===== src/rtl/y86_pkg.sv =====
// Shared Y86 encodings: icodes, status codes, register sentinel, run states
// and the pipeline control bundle.
package y86_pkg;

  localparam int unsigned ICODE_W = 4;
  localparam int unsigned STAT_W  = 3;
  localparam int unsigned REG_W   = 4;

  localparam logic [ICODE_W-1:0] I_HALT   = 4'h0;
  localparam logic [ICODE_W-1:0] I_NOP    = 4'h1;
  localparam logic [ICODE_W-1:0] I_RRMOVQ = 4'h2;
  localparam logic [ICODE_W-1:0] I_IRMOVQ = 4'h3;
  localparam logic [ICODE_W-1:0] I_RMMOVQ = 4'h4;
  localparam logic [ICODE_W-1:0] I_MRMOVQ = 4'h5;
  localparam logic [ICODE_W-1:0] I_OPQ    = 4'h6;
  localparam logic [ICODE_W-1:0] I_JXX    = 4'h7;
  localparam logic [ICODE_W-1:0] I_CALL   = 4'h8;
  localparam logic [ICODE_W-1:0] I_RET    = 4'h9;
  localparam logic [ICODE_W-1:0] I_PUSHQ  = 4'hA;
  localparam logic [ICODE_W-1:0] I_POPQ   = 4'hB;

  localparam logic [STAT_W-1:0] S_AOK = 3'd1;
  localparam logic [STAT_W-1:0] S_HLT = 3'd2;
  localparam logic [STAT_W-1:0] S_ADR = 3'd3;
  localparam logic [STAT_W-1:0] S_INS = 3'd4;

  localparam logic [REG_W-1:0] RNONE = 4'hF;

  typedef enum logic [1:0] {
    RS_FLUSH  = 2'd0,
    RS_RUN    = 2'd1,
    RS_DRAIN  = 2'd2,
    RS_HALTED = 2'd3
  } run_state_e;

  // Stall/bubble controls for the F/D/E/M/W pipeline registers
  typedef struct packed {
    logic f_stall;
    logic d_stall;
    logic d_bubble;
    logic e_bubble;
    logic m_bubble;
    logic w_stall;
  } pipe_ctrl_t;

  // True for any status that stops the machine
  function automatic logic is_exc(input logic [STAT_W-1:0] s);
    return (s == S_HLT) || (s == S_ADR) || (s == S_INS);
  endfunction

endpackage


===== src/rtl/pipe_perf_counter.sv =====
// Single saturating event counter with enable; holds at all-ones.
module pipe_perf_counter #(
  parameter int unsigned W = 32
) (
  input  logic         clk,
  input  logic         rst,
  input  logic         en_i,
  output logic [W-1:0] count_o
);

  logic [W-1:0] count_q;
  logic [W-1:0] count_d;

  // Increment when enabled unless already saturated
  always_comb begin
    count_d = count_q;
    if (en_i && (count_q != {W{1'b1}})) begin
      count_d = count_q + W'(1);
    end
  end

  // Counter register, cleared by synchronous reset
  always_ff @(posedge clk) begin
    if (rst) count_q <= '0;
    else     count_q <= count_d;
  end

  assign count_o = count_q;

endmodule


===== src/rtl/pipe_control.sv =====
// Y86 five-stage hazard and run-state controller.
// Optional performance counters are built when PIPE_PERF_COUNTERS_EN is defined;
// otherwise the perf_* outputs are tied to zero.
module pipe_control
  import y86_pkg::*;
#(
  parameter int unsigned FLUSH_CYCLES = 3,
  parameter int unsigned COUNTER_W    = 32
) (
  input  logic                 clk,
  input  logic                 rst,
  input  logic [ICODE_W-1:0]   D_icode,
  input  logic [REG_W-1:0]     d_srcA,
  input  logic [REG_W-1:0]     d_srcB,
  input  logic [ICODE_W-1:0]   E_icode,
  input  logic [REG_W-1:0]     E_dstM,
  input  logic                 e_cnd,
  input  logic [ICODE_W-1:0]   M_icode,
  input  logic [STAT_W-1:0]    m_stat,
  input  logic [STAT_W-1:0]    W_stat,
  output logic                 F_stall,
  output logic                 D_stall,
  output logic                 D_bubble,
  output logic                 E_bubble,
  output logic                 M_bubble,
  output logic                 W_stall,
  output logic [1:0]           run_state,
  output logic [STAT_W-1:0]    exc_code,
  output logic [COUNTER_W-1:0] perf_cycles,
  output logic [COUNTER_W-1:0] perf_loaduse,
  output logic [COUNTER_W-1:0] perf_mispred,
  output logic [COUNTER_W-1:0] perf_ret
);

  localparam int unsigned FCNT_W = (FLUSH_CYCLES > 2) ? $clog2(FLUSH_CYCLES) : 1;

  run_state_e          state_q, state_d;
  logic [FCNT_W-1:0]   flush_cnt_q, flush_cnt_d;
  logic [STAT_W-1:0]   exc_code_q, exc_code_d;
  pipe_ctrl_t          ctrl;

  logic loaduse_c;
  logic mispred_c;
  logic retp_c;

  // Hazard detection on the current stage contents
  assign loaduse_c = ((E_icode == I_MRMOVQ) || (E_icode == I_POPQ)) &&
                     (E_dstM != RNONE) &&
                     ((E_dstM == d_srcA) || (E_dstM == d_srcB));
  assign mispred_c = (E_icode == I_JXX) && !e_cnd;
  assign retp_c    = (D_icode == I_RET) || (E_icode == I_RET) || (M_icode == I_RET);

  // State register: run state, flush counter and latched exception code
  always_ff @(posedge clk) begin
    if (rst) begin
      state_q     <= RS_FLUSH;
      flush_cnt_q <= '0;
      exc_code_q  <= S_AOK;
    end else begin
      state_q     <= state_d;
      flush_cnt_q <= flush_cnt_d;
      exc_code_q  <= exc_code_d;
    end
  end

  // Next-state logic; a writeback exception wins over a memory exception
  always_comb begin
    state_d     = state_q;
    flush_cnt_d = flush_cnt_q;
    exc_code_d  = exc_code_q;
    unique case (state_q)
      RS_FLUSH: begin
        if (flush_cnt_q == FCNT_W'(FLUSH_CYCLES - 1)) begin
          state_d     = RS_RUN;
          flush_cnt_d = '0;
        end else begin
          flush_cnt_d = flush_cnt_q + FCNT_W'(1);
        end
      end
      RS_RUN: begin
        if (is_exc(W_stat)) begin
          state_d    = RS_HALTED;
          exc_code_d = W_stat;
        end else if (is_exc(m_stat)) begin
          state_d = RS_DRAIN;
        end
      end
      RS_DRAIN: begin
        if (is_exc(W_stat)) begin
          state_d    = RS_HALTED;
          exc_code_d = W_stat;
        end
      end
      RS_HALTED: state_d = RS_HALTED;
      default:   state_d = RS_FLUSH;
    endcase
  end

  // Output decode; reset presents the flush pattern
  always_comb begin
    ctrl = '0;
    if (rst) begin
      ctrl.d_bubble = 1'b1;
      ctrl.e_bubble = 1'b1;
      ctrl.m_bubble = 1'b1;
    end else begin
      unique case (state_q)
        RS_RUN, RS_DRAIN: begin
          ctrl.f_stall  = loaduse_c || retp_c;
          ctrl.d_stall  = loaduse_c;
          ctrl.d_bubble = mispred_c || (retp_c && !loaduse_c);
          ctrl.e_bubble = mispred_c || loaduse_c;
          ctrl.m_bubble = is_exc(m_stat) || is_exc(W_stat);
          ctrl.w_stall  = is_exc(W_stat);
          if (state_q == RS_DRAIN) begin
            ctrl.m_bubble = 1'b1;
            ctrl.f_stall  = 1'b1;
          end
        end
        RS_HALTED: begin
          ctrl.f_stall  = 1'b1;
          ctrl.d_stall  = 1'b1;
          ctrl.e_bubble = 1'b1;
          ctrl.m_bubble = 1'b1;
          ctrl.w_stall  = 1'b1;
        end
        default: begin
          ctrl.d_bubble = 1'b1;
          ctrl.e_bubble = 1'b1;
          ctrl.m_bubble = 1'b1;
        end
      endcase
    end
  end

  assign F_stall   = ctrl.f_stall;
  assign D_stall   = ctrl.d_stall;
  assign D_bubble  = ctrl.d_bubble;
  assign E_bubble  = ctrl.e_bubble;
  assign M_bubble  = ctrl.m_bubble;
  assign W_stall   = ctrl.w_stall;
  assign run_state = state_q;
  assign exc_code  = exc_code_q;

`ifdef PIPE_PERF_COUNTERS_EN
  logic count_en_c;
  assign count_en_c = (state_q == RS_RUN) || (state_q == RS_DRAIN);

  pipe_perf_counter #(.W(COUNTER_W)) u_perf_cycles (
    .clk(clk), .rst(rst), .en_i(count_en_c), .count_o(perf_cycles));
  pipe_perf_counter #(.W(COUNTER_W)) u_perf_loaduse (
    .clk(clk), .rst(rst), .en_i(count_en_c && loaduse_c), .count_o(perf_loaduse));
  pipe_perf_counter #(.W(COUNTER_W)) u_perf_mispred (
    .clk(clk), .rst(rst), .en_i(count_en_c && mispred_c), .count_o(perf_mispred));
  pipe_perf_counter #(.W(COUNTER_W)) u_perf_ret (
    .clk(clk), .rst(rst), .en_i(count_en_c && retp_c && !loaduse_c), .count_o(perf_ret));
`else
  assign perf_cycles  = '0;
  assign perf_loaduse = '0;
  assign perf_mispred = '0;
  assign perf_ret     = '0;
`endif

endmodule


===== config.mk =====
export PLATFORM = sky130hd
export DESIGN_NAME = pipe_control
export DESIGN_NICKNAME = d
export VERILOG_FILES = /design/src/rtl/y86_pkg.sv /design/src/rtl/pipe_perf_counter.sv /design/src/rtl/pipe_control.sv
export SDC_FILE = /design/constraint.sdc
export NUM_CORES = 1
export LEC_CHECK = 0
export BUFFER_PORTS_ARGS = -buffer_cell sky130_fd_sc_hd__buf_2
export CAP_MARGIN = 20
export CORE_MARGIN = 3
export CORE_UTILIZATION = 36
export CTS_CLUSTER_DIAMETER = 30
export DETAILED_ROUTE_END_ITERATION = 7
export PLACE_DENSITY = 0.81
export SLEW_MARGIN = 20
export SYNTH_ARGS = -nofsm -noshare
export SYNTH_HDL_FRONTEND = slang
export SYNTH_HIERARCHICAL = 1
export SYNTH_SLANG_ARGS = --single-unit

===== constraint.sdc =====
create_clock -name clk -period 2.19 [get_ports clk]
set_clock_uncertainty 0.1 [all_clocks]
set_input_delay 0.1095 -clock clk [delete_from_list [all_inputs] [get_ports clk]]
set_output_delay 0.1095 -clock clk [all_outputs]
set_load 0.01 [all_outputs]

==> flow_summary.toml <==
[sta]
setup_viol = 0
finalCritPeriodShare_pct = 92.81
grt_setup_unrepaired = "no"
finalHoldViolCount = 0
fin_crit_ns = 2.033
slew_violations = 0
final.setup.tns_ns = 0
max_freq_ghz = 0.4920

[route]
via_per_inst = 3.599
vias = 1148
drtAntennaViolNets = 0
post_drt_wl_per_cell_um = 9.633
first_pass_iters = 4
drt_iter0_markers = 20
drt_drc_violations_left = 0
drt-total-wl_um = 3073

[clocking]
cts.path.max_buffers = 2
ctsHoldBuffers = 0
root_buffer = "clkbuf_8"
insertion_delay_ns = 0.22
htreeDepth = 1
cts_tree = "built"
cts-buffers-inserted = 3
clkSinkCount = 7
cts_resized = 1
post-cts-setup-buffers = 0
clkTransAtPathRegs_ns = 0.04

[worst_setup_path]
cp.arrival_ns = 1.82
crit_path_start_kind = "register"
crit_start = "run_state[0]"
crit_path_end_kind = "primary output"
crit_fanout = 4
crit_path_max_incr_delay_ns = 0.38
r2r_start = "run_state[0]"
reg2reg_slack_ns = 0.46
path_class = "reg -> out"
crit_required_ns = 1.98
cpMaxStageDelayCell = "dfxtp_1"
cp_cell_sequence = "inv_1 > ha_1 > nor2b_4 > o21ai_0 > nor4_1 > a211oi_1 > buf_2"
ff2ff_path_depth = 6
worstReg2RegEnd = "run_state[0]"
crit_path_end = "D_bubble"

[logic_synthesis]
synth_compound_gate_area_share_pct = 8.018
synth_top_area_share_pct = 57.02
synth.distinct_cells = 38
synthMuxAreaShare_pct = 2.376
syn_area_per_cell_um2 = 7.696
synth_xor_area_share_pct = 4.677
synth_seq_cells = 7
synth_adder_area_share_pct = 3.712
yosysWarnings = 6
synth_edf_count = 0
synth_area_um2 = 1685
synth_area_leader_cell = "buf_4"
synth_top_family_by_area = "buffers and inverters"
synthCells = 219
async_flop_share_pct = 0
yosysSeqAreaShare_pct = 8.315
synth-simple-area-share_pct = 13.88
netlist_top_cells_area = "buf_4 57%, dfxtp_1 8.3%, xor2_1 4.7%"
synth_ff_type = "dfxtp_1"

[place]
dp_cells = 315
gp_congestion = 0.6989
dp_hpwl_um = 2861
port_buffers = 43

[finish]
multi_input_area_um2 = 1039
final_common_cell = "conb_1"
fillers = 477
area_growth_pct = -7.869
final_cell_mix = "128 x conb_1, 43 x buf_2, 9 x xor2_1, 9 x nor2_1"
fin_cells = 319
diodes = 0
ff_latch_area_um2 = 140.1
drive_gt1_share_pct = 20.97
final_util_pct = 34.94
nets = 306

[global_route]
overflow = 0
grt_pass1_vias = 829
grt_usage_pct = 8.727
grt_pass1_wl_um = 3801
antenna_found_initial = 0
grt_start_max_net_pins = 12

[floorplan]
rows = 24
die_y_um = 74.42
dieWidth_um = 74.42
initial_utilization_pct = 37.92
core_um2 = 4444
io_pins = 172
dieArea_um2 = 5538

[hold_path]
worstHoldPathCells = 2
worstHoldPathType = "in -> reg"
hold_start = "rst"

[pwr]
power.leakage_uw = 0.0009287
ir_drop_mv = 0.2379
p_total_uw = 960.0
pwr_density_cell_nw_per_um2 = 618.3

[run]
cap_violations = 0

[outcome]
status = "finished, final reports clean"
where the power goes:
part / switching [uW] / internal [uW]
Combinational: 352 / 233
Clock: 51.9 / 126
Sequential: 31.7 / 165
cells by family after synthesis:
logic type / after synthesis
flip-flops: 7
multiplexers: 3
AND/OR/NAND/NOR: 39
XOR/XNOR: 9
buffers and inverters: 136
other: 1
AO/OA/AOI/OAI: 19
adder cells (fa/ha/maj): 5
Yosys cell counts (2+ instances only):
library cell	instances
ha_1	5
nand3b_1	2
nor2b_1	3
nand2_1	4
dfxtp_1	7
o21ai_0	3
mux2_4	2
inv_1	7
nor4_1	4
xor2_1	9
nor2_1	9
nor4bb_1	2
and2b_1	2
a21oi_1	6
nand3_1	2
buf_4	128
nor3_1	3
metrics by stage:
stage          setup slack [ns]  area (um^2)  hold WS (ns)
2_1_floorplan            0.4054         2162        0.1769
3_3_place_gp             0.3487         1500        0.3311
3_5_place_dp             0.2466         1500        0.3438
4_1_cts                 0.09258         1548        0.1180
5_1_grt               0.0002369         1553        0.1433
6_report                 0.1574         1553        0.1207
critical path, delay by kind of cell (launching register included):
kind / cells / cell delay, ns
AO/OA/AOI/OAI: 2 / 0.18
adder cells (fa/ha/maj): 1 / 0.31
buffers and inverters: 2 / 0.26
flip-flops: 1 / 0.38
AND/OR/NAND/NOR: 2 / 0.46
state kept, by name, indices dropped and copies added (netlist names):
register,flops
run_state,2
exc_code,3
flush_cnt_q,2
how the worst min path moves through the flow:
stage                          end
global route        flush_cnt_q[0]
global placement    flush_cnt_q[0]
CTS                 flush_cnt_q[0]
finish              flush_cnt_q[0]
detailed placement  flush_cnt_q[0]
floorplan              exc_code[1]
per-layer routing:
layer	wire, um	up-vias	global-route usage (%)
li1	-	555	-
met1	946	507	9.420
met2	1753	86	16.88
met3	372	0	2.297
met4	0	0	1.779
met5	0	-	0
final cells by class:
type | instances | area share [%]
Multi-Input combinational cell | 203 | 66.88
Timing Repair Buffer | 46 | 15.31
Sequential cell | 7 | 9.025
Tap cell | 52 | 4.190
Clock buffer | 4 | 2.901
Inverter | 7 | 1.692
Note: power is estimated with default switching activity, not from simulation.
